--- config.mk ---
export PLATFORM = sky130hd
export DESIGN_NAME = cam_ctrl
export DESIGN_NICKNAME = d
export VERILOG_FILES = /design/src/rtl/cam_pkg.sv /design/src/rtl/cam_priority_enc.sv /design/src/rtl/cam_ctrl.sv
export SDC_FILE = /design/constraint.sdc
export NUM_CORES = 1
export LEC_CHECK = 0
export ABC_CLOCK_PERIOD_IN_PS = 1700
export BUFFER_PORTS_ARGS = -buffer_cell sky130_fd_sc_hd__buf_2
export CAP_MARGIN = 20
export CELL_PAD_IN_SITES_DETAIL_PLACEMENT = 1
export CELL_PAD_IN_SITES_GLOBAL_PLACEMENT = 2
export CORE_UTILIZATION = 21
export CTS_CLUSTER_SIZE = 25
export DETAILED_ROUTE_END_ITERATION = 6
export MAX_ROUTING_LAYER = met4
export PLACE_DENSITY_LB_ADDON = 0.1
export SYNTH_ARGS = -nofsm -noshare
export SYNTH_HDL_FRONTEND = slang
export SYNTH_SLANG_ARGS = --single-unit
--- constraint.sdc ---
create_clock -name clk_i -period 1.7 [get_ports clk_i]
set_input_delay 0 -clock clk_i [delete_from_list [all_inputs] [get_ports clk_i]]
set_output_delay 0 -clock clk_i [all_outputs]
set_load 0.02 [all_outputs]
--- src/rtl/cam_pkg.sv ---
`default_nettype none
// ============================================================================
// Module      : cam_pkg
// Description : Shared types and default sizes for the CAM controller,
//               decoder and array.
// Revision    : 1.0 - initial release
// ============================================================================
package cam_pkg;

    localparam int CAM_WIDTH      = 32;
    localparam int CAM_ADDR_WIDTH = 5;

    typedef enum logic [1:0] {
        OP_READ   = 2'b00,
        OP_WRITE  = 2'b01,
        OP_SEARCH = 2'b10,
        OP_NOP    = 2'b11
    } cam_op_e;

    typedef enum logic [1:0] {
        ST_IDLE    = 2'b00,
        ST_ISSUE   = 2'b01,
        ST_CAPTURE = 2'b10,
        ST_RESP    = 2'b11
    } cam_state_e;

endpackage
`default_nettype wire

--- src/rtl/cam_priority_enc.sv ---
`default_nettype none
// ============================================================================
// Module      : cam_priority_enc
// Description : Combinational priority encoder for CAM match lines. Bit 0
//               has the highest priority. Optional multi-hit flag is built
//               when CAM_CTRL_MULTIHIT_EN is defined.
// Revision    : 1.0 - initial release
// ============================================================================
module cam_priority_enc #(
    parameter int DEPTH      = 32,
    parameter int ADDR_WIDTH = 5
) (
    input  logic [DEPTH-1:0]      i_match,
`ifdef CAM_CTRL_MULTIHIT_EN
    output logic                  o_multi_hit,
`endif
    output logic                  o_hit,
    output logic [ADDR_WIDTH-1:0] o_index
);

    // Scan upward so the first set bit found is the lowest index
    always_comb begin
        o_hit   = 1'b0;
        o_index = '0;
`ifdef CAM_CTRL_MULTIHIT_EN
        o_multi_hit = 1'b0;
`endif
        for (int i = 0; i < DEPTH; i++) begin
            if (i_match[i]) begin
`ifdef CAM_CTRL_MULTIHIT_EN
                if (o_hit) begin
                    o_multi_hit = 1'b1;
                end
`endif
                if (!o_hit) begin
                    o_index = ADDR_WIDTH'(i);
                end
                o_hit = 1'b1;
            end
        end
    end

endmodule
`default_nettype wire

--- src/rtl/cam_ctrl.sv ---
`default_nettype none
// ============================================================================
// Module      : cam_ctrl
// Description : CAM command sequencer. Accepts READ/WRITE/SEARCH/NOP
//               requests, pulses the decoder enable for one cycle, captures
//               array data / match lines and returns one response per request.
//               Optional rsp_multi_hit_o output under CAM_CTRL_MULTIHIT_EN.
// Revision    : 1.0 - initial release
// ============================================================================
module cam_ctrl
    import cam_pkg::*;
#(
    parameter int WIDTH      = CAM_WIDTH,
    parameter int ADDR_WIDTH = CAM_ADDR_WIDTH,
    parameter int DEPTH      = 1 << ADDR_WIDTH
) (
    input  logic                  clk_i,
    input  logic                  reset_i,
    input  logic                  req_valid_i,
    output logic                  req_ready_o,
    input  logic [1:0]            req_op_i,
    input  logic [ADDR_WIDTH-1:0] req_index_i,
    input  logic [WIDTH-1:0]      req_data_i,
    output logic                  read_enable_o,
    output logic [ADDR_WIDTH-1:0] read_index_o,
    output logic                  write_enable_o,
    output logic [ADDR_WIDTH-1:0] write_index_o,
    output logic                  search_enable_o,
    output logic [WIDTH-1:0]      data_o,
    input  logic [WIDTH-1:0]      read_data_i,
    input  logic [DEPTH-1:0]      match_i,
    output logic                  rsp_valid_o,
    input  logic                  rsp_ready_i,
`ifdef CAM_CTRL_MULTIHIT_EN
    output logic                  rsp_multi_hit_o,
`endif
    output logic                  rsp_hit_o,
    output logic [ADDR_WIDTH-1:0] rsp_index_o,
    output logic [WIDTH-1:0]      rsp_data_o
);

    cam_state_e            r_state;
    cam_op_e               r_op;
    logic [ADDR_WIDTH-1:0] r_index;
    logic [WIDTH-1:0]      r_data;
    logic                  r_rsp_hit;
    logic [ADDR_WIDTH-1:0] r_rsp_index;
    logic [WIDTH-1:0]      r_rsp_data;

    logic                  w_hit;
    logic [ADDR_WIDTH-1:0] w_index;
    logic                  w_issue;

`ifdef CAM_CTRL_MULTIHIT_EN
    logic                  w_multi_hit;
    logic                  r_rsp_multi_hit;
`endif

    cam_priority_enc #(
        .DEPTH      (DEPTH),
        .ADDR_WIDTH (ADDR_WIDTH)
    ) u_prio (
        .i_match     (match_i),
`ifdef CAM_CTRL_MULTIHIT_EN
        .o_multi_hit (w_multi_hit),
`endif
        .o_hit       (w_hit),
        .o_index     (w_index)
    );

    // Sequencer FSM: latch request, issue one enable, capture, hold response
    always_ff @(posedge clk_i) begin
        if (reset_i) begin
            r_state     <= ST_IDLE;
            r_op        <= OP_NOP;
            r_index     <= '0;
            r_data      <= '0;
            r_rsp_hit   <= 1'b0;
            r_rsp_index <= '0;
            r_rsp_data  <= '0;
`ifdef CAM_CTRL_MULTIHIT_EN
            r_rsp_multi_hit <= 1'b0;
`endif
        end else begin
            case (r_state)
                ST_IDLE: begin
                    if (req_valid_i) begin
                        r_op    <= cam_op_e'(req_op_i);
                        r_index <= req_index_i;
                        r_data  <= req_data_i;
                        r_state <= ST_ISSUE;
                    end
                end
                ST_ISSUE: begin
                    r_state <= ST_CAPTURE;
                end
                ST_CAPTURE: begin
                    r_rsp_data <= r_data;
                    case (r_op)
                        OP_READ: begin
                            r_rsp_hit   <= 1'b1;
                            r_rsp_index <= r_index;
                            r_rsp_data  <= read_data_i;
                        end
                        OP_WRITE: begin
                            r_rsp_hit   <= 1'b1;
                            r_rsp_index <= r_index;
                        end
                        OP_SEARCH: begin
                            r_rsp_hit   <= w_hit;
                            r_rsp_index <= w_index;
                        end
                        default: begin
                            r_rsp_hit   <= 1'b0;
                            r_rsp_index <= '0;
                        end
                    endcase
`ifdef CAM_CTRL_MULTIHIT_EN
                    r_rsp_multi_hit <= (r_op == OP_SEARCH) && w_multi_hit;
`endif
                    r_state <= ST_RESP;
                end
                default: begin
                    if (rsp_ready_i) begin
                        r_state <= ST_IDLE;
                    end
                end
            endcase
        end
    end

    // Enables are a pure decode of ISSUE and the latched op; NOP decodes to none
    always_comb begin
        w_issue         = (r_state == ST_ISSUE);
        read_enable_o   = w_issue && (r_op == OP_READ);
        write_enable_o  = w_issue && (r_op == OP_WRITE);
        search_enable_o = w_issue && (r_op == OP_SEARCH);
    end

    assign read_index_o  = r_index;
    assign write_index_o = r_index;
    assign data_o        = r_data;
    assign req_ready_o   = (r_state == ST_IDLE);
    assign rsp_valid_o   = (r_state == ST_RESP);
    assign rsp_hit_o     = r_rsp_hit;
    assign rsp_index_o   = r_rsp_index;
    assign rsp_data_o    = r_rsp_data;
`ifdef CAM_CTRL_MULTIHIT_EN
    assign rsp_multi_hit_o = r_rsp_multi_hit;
`endif

endmodule
`default_nettype wire

==> key figures <==
Hold path
  – Hold Startpoint: reset_i
  – Hold path depth: 4
  – Min-delay worst type: in2reg
  – WHS Endpoint: rsp_index_o[1]

GRT
  – Total GRT Usage: between 10% and 20%
  – GRT met1 Usage: between 20% and 30%
  – Met3 usage: approximately 2.7%
  – Largest net degree at the start of global routing: 80
  – Number of global-route vias before repair: around 4600
  – Initial antenna violation count: 0
  – GR peak layer: met2
  – Global-route wire length before repair: about 24 mm
  – Gr ovfl total: 0
  – GR Layer Usage met2: roughly 29%

Yosys
  – Syn. warnings: 0
  – Synth cell types: 42
  – Ranking of synthesized cells by area: dfxtp_1 43%, nand2_1 12%, a311oi_1 8.0%
  – Post-synthesis net count: 608
  – Synth async-reset ratio: 0%
  – Synth top area share: a little over two fifths
  – Post-Synthesis Cell Area: between 3000 and 4000 um^2
  – Most frequent cell after synthesis: nand2_1
  – Number of synthesized register bits: approximately 80
  – Area leader, netlist: dfxtp_1
  – Seq/Total Area, Yosys: between 40% and 50%
  – Post-synthesis cell count: between 400 and 500
  – Mean post-synth cell area: approximately 7.5 um^2
  – EDFF count, synth: 0
  – Synth Flop Type: dfxtp_1
  – Synth cell count leaders: 117 x nand2_1, 79 x dfxtp_1, 63 x nor2_1

Worst setup path
  – Reg2Reg Launch Point: r_op[1]
  – Endpoint type of the worst setup path: output pin
  – Kind of cell adding the most delay to the critical path: buffers and inverters
  – Slowest stage delay, CP: 0.32 ns
  – Reg2Reg Depth: 5
  – Worst Setup Start Kind: flip-flop
  – Required @ worst endpoint: 1.70 ns
  – Worst EP arrival: approximately 1.6 ns
  – Flop2flop setup slack: ~0.19 ns
  – Crit Path Category: reg2out
  – Slowest CP cell: dfxtp_2
  – Crit path cell chain: buf_4, buf_6, nor3b_1, buf_2
  – WP buf/inv: 3
  – Crit Reg-Reg Endpoint: rsp_index_o[0]
  – Worst-path maximum fanout: 23

STA
  – Final Hold Viols: 0
  – Peak Freq: roughly 640 MHz
  – Crit path time final: about 1.6 ns
  – Fin. max-slew vios: 0
  – RSZ-0062 raised after global routing: false
  – Skew final: 0.00566 ns
  – Fin crit share: 92.4%
  – Slew Limit Headroom: 71.5%
  – Fin Setup TNS: 0 ns
  – Least-Margin Pin Slew: 0.416 ns
  – Setup Viol. Count Final: 0

Floorplanning
  – Row Count: 48
  – Num ports: 192
  – Core Region: between 15000 and 20000 um^2
  – Die Area: 18200 um^2
  – Die width: roughly 140 um
  – Initial Util: a little over a fifth
  – Die H: 135 um

Clocking
  – CTS tree: built
  – Post-CTS setup buffer count: 0
  – Worst-skew pair later-pin latency: around 0.34 ns
  – H-tree depth: 3
  – Deepest clock path buffer count: 2
  – Root Buffer: clkbuf_16
  – CTS sink cnt: around 80
  – Clock transition at path regs: 0.06 ns
  – TritonCTS Buffers: 9

Cells and area
  – Layout cells sized above 1: about a third
  – Post-route cell area: about 6200 um^2
  – Layout Cells excl Fill: between 1000 and 1500
  – Antenna Cells: 0
  – Utilization after layout: a little over a third
  – Final net count: 883
  – Layout area overhead: 67.3%

Place
  – Cells after DPL: between 900 and 1000
  – # port buffers: 191
  – Dpl cell area: between 5000 and 6000 um^2
  – DP Wirelength: approximately 11 mm
  – Placer Congestion: around 0.81

Power
  – PwrDens: approximately 1300 nW/um^2
  – Static Leak: approximately 2.7 nW
  – IR drop worst, VDD: 0.540 mV

Drt
  – Routed WL: approximately 15 mm
  – DRC violation count after routing: 0
  – TritonRoute pass-1 iters: 4
  – 1st-iter DRT viols: ~140
  – Via count: 4539
  – Vias per inst: ~4.5
  – Post-DRT Antenna Nets: 0
  – Routed len/inst: 15.1 um

Flow run
  – Max Cap Viol: 0

Outcome
  – Status: finished, final reports clean
==> sequential cells by signal (all words and copies together) (netlist names) <==
register      count
data_o           32
rsp_data_o       32
read_index_o      5
rsp_index_o       5
r_op              2
r_state           2
rsp_hit_o         1
==> where the power goes <==
group | internal, W | leakage [nW] | total, W | switching, W
logic | 0.00123 | 1.88 | 0.00331 | 0.00208
registers | 0.00232 | 0.645 | 0.00261 | 0.000289
clock network | 0.00133 | 0.156 | 0.00210 | 0.000777
total | 0.00487 | 2.68 | 0.00802 | 0.00314
==> layout by cell type, fill, tap and decap left out, types with 4 or more instances in the layout <==
cell / netlist / final
o22ai_1: 4 / 4
dfxtp_1: 79 / 77
a311oi_1: 34 / 34
or4_4: 4 / 4
ha_1: 5 / 4
clkbuf_16: 0 / 9
buf_4: 5 / 38
nor2_1: 63 / 62
o21ai_0: 38 / 37
dlygate4sd3_1: 0 / 71
nand2_1: 117 / 116
nor3_1: 6 / 6
buf_12: 0 / 4
inv_1: 13 / 13
a21oi_1: 48 / 48
buf_2: 0 / 191
==> tightest hold or removal path, stage by stage <==
cell and delay (ns):
buf_2 0.12, nor2_1 0.07, o211ai_1 0.09, o22ai_1 0.08
==> per-stage QoR <==
stage	setup WS, ns	hold slack, ns	power [W]
3_5_place_dp	-0.185	0.247	0.00588
2_1_floorplan	0.00108	0.124	0.00457
5_1_grt	0.0173	0.100	0.00859
6_report	0.128	0.0781	0.00802
4_1_cts	0.0758	0.0631	0.00818
3_3_place_gp	-0.189	0.240	0.00582
==> worst max-delay path by stage <==
stage                           start               to  slack (ns)  cells after the start
after floorplan            r_state[0]  read_index_o[4]       0.001                      7
after global placement    match_i[19]   rsp_index_o[3]       -0.19                      7
after detailed placement  match_i[15]   rsp_index_o[2]       -0.18                      6
after CTS                     r_op[0]   write_enable_o        0.08                      4
after global routing          r_op[0]   write_enable_o        0.02                      4
final                         r_op[0]   write_enable_o        0.13                      4
==> timing repair <==
action,in CTS,in global routing
setup endpoints to repair,1,7
gates resized for setup,1,2
cloned,0,0
hold buffers,71,0
endpoints found under the hold margin,71,0
==> layout make-up <==
cell class	instances	area, um^2
clock buffers	11	243
flip-flops and latches	79	1580
well taps	225	282
clock inverters	5	81.3
inverters	13	48.8
repair buffers	306	2050
multi-input cells	362	1920
fillers	2127	11100
==> layer usage <==
layer,part of all wire (%),vias up,routed length [um]
met4,1.4,0,212
met5,0,-,0
met3,4.1,15,616
li1,-,2285,-
met1,46,2134,6900
met2,49,105,7390
==> cell families (layout without fill, tap and decap cells) <==
kind of cell             after synthesis  after routing  share of synthesized area, %
buffers and inverters                 55            335                          6.06
AND/OR/NAND/NOR                      213            213                          24.9
flip-flops                            79             79                          42.6
AO/OA/AOI/OAI                        144            144                          24.7
adder cells (fa/ha/maj)                5              5                          1.68
Note: power is estimated with default switching activity, not from simulation.
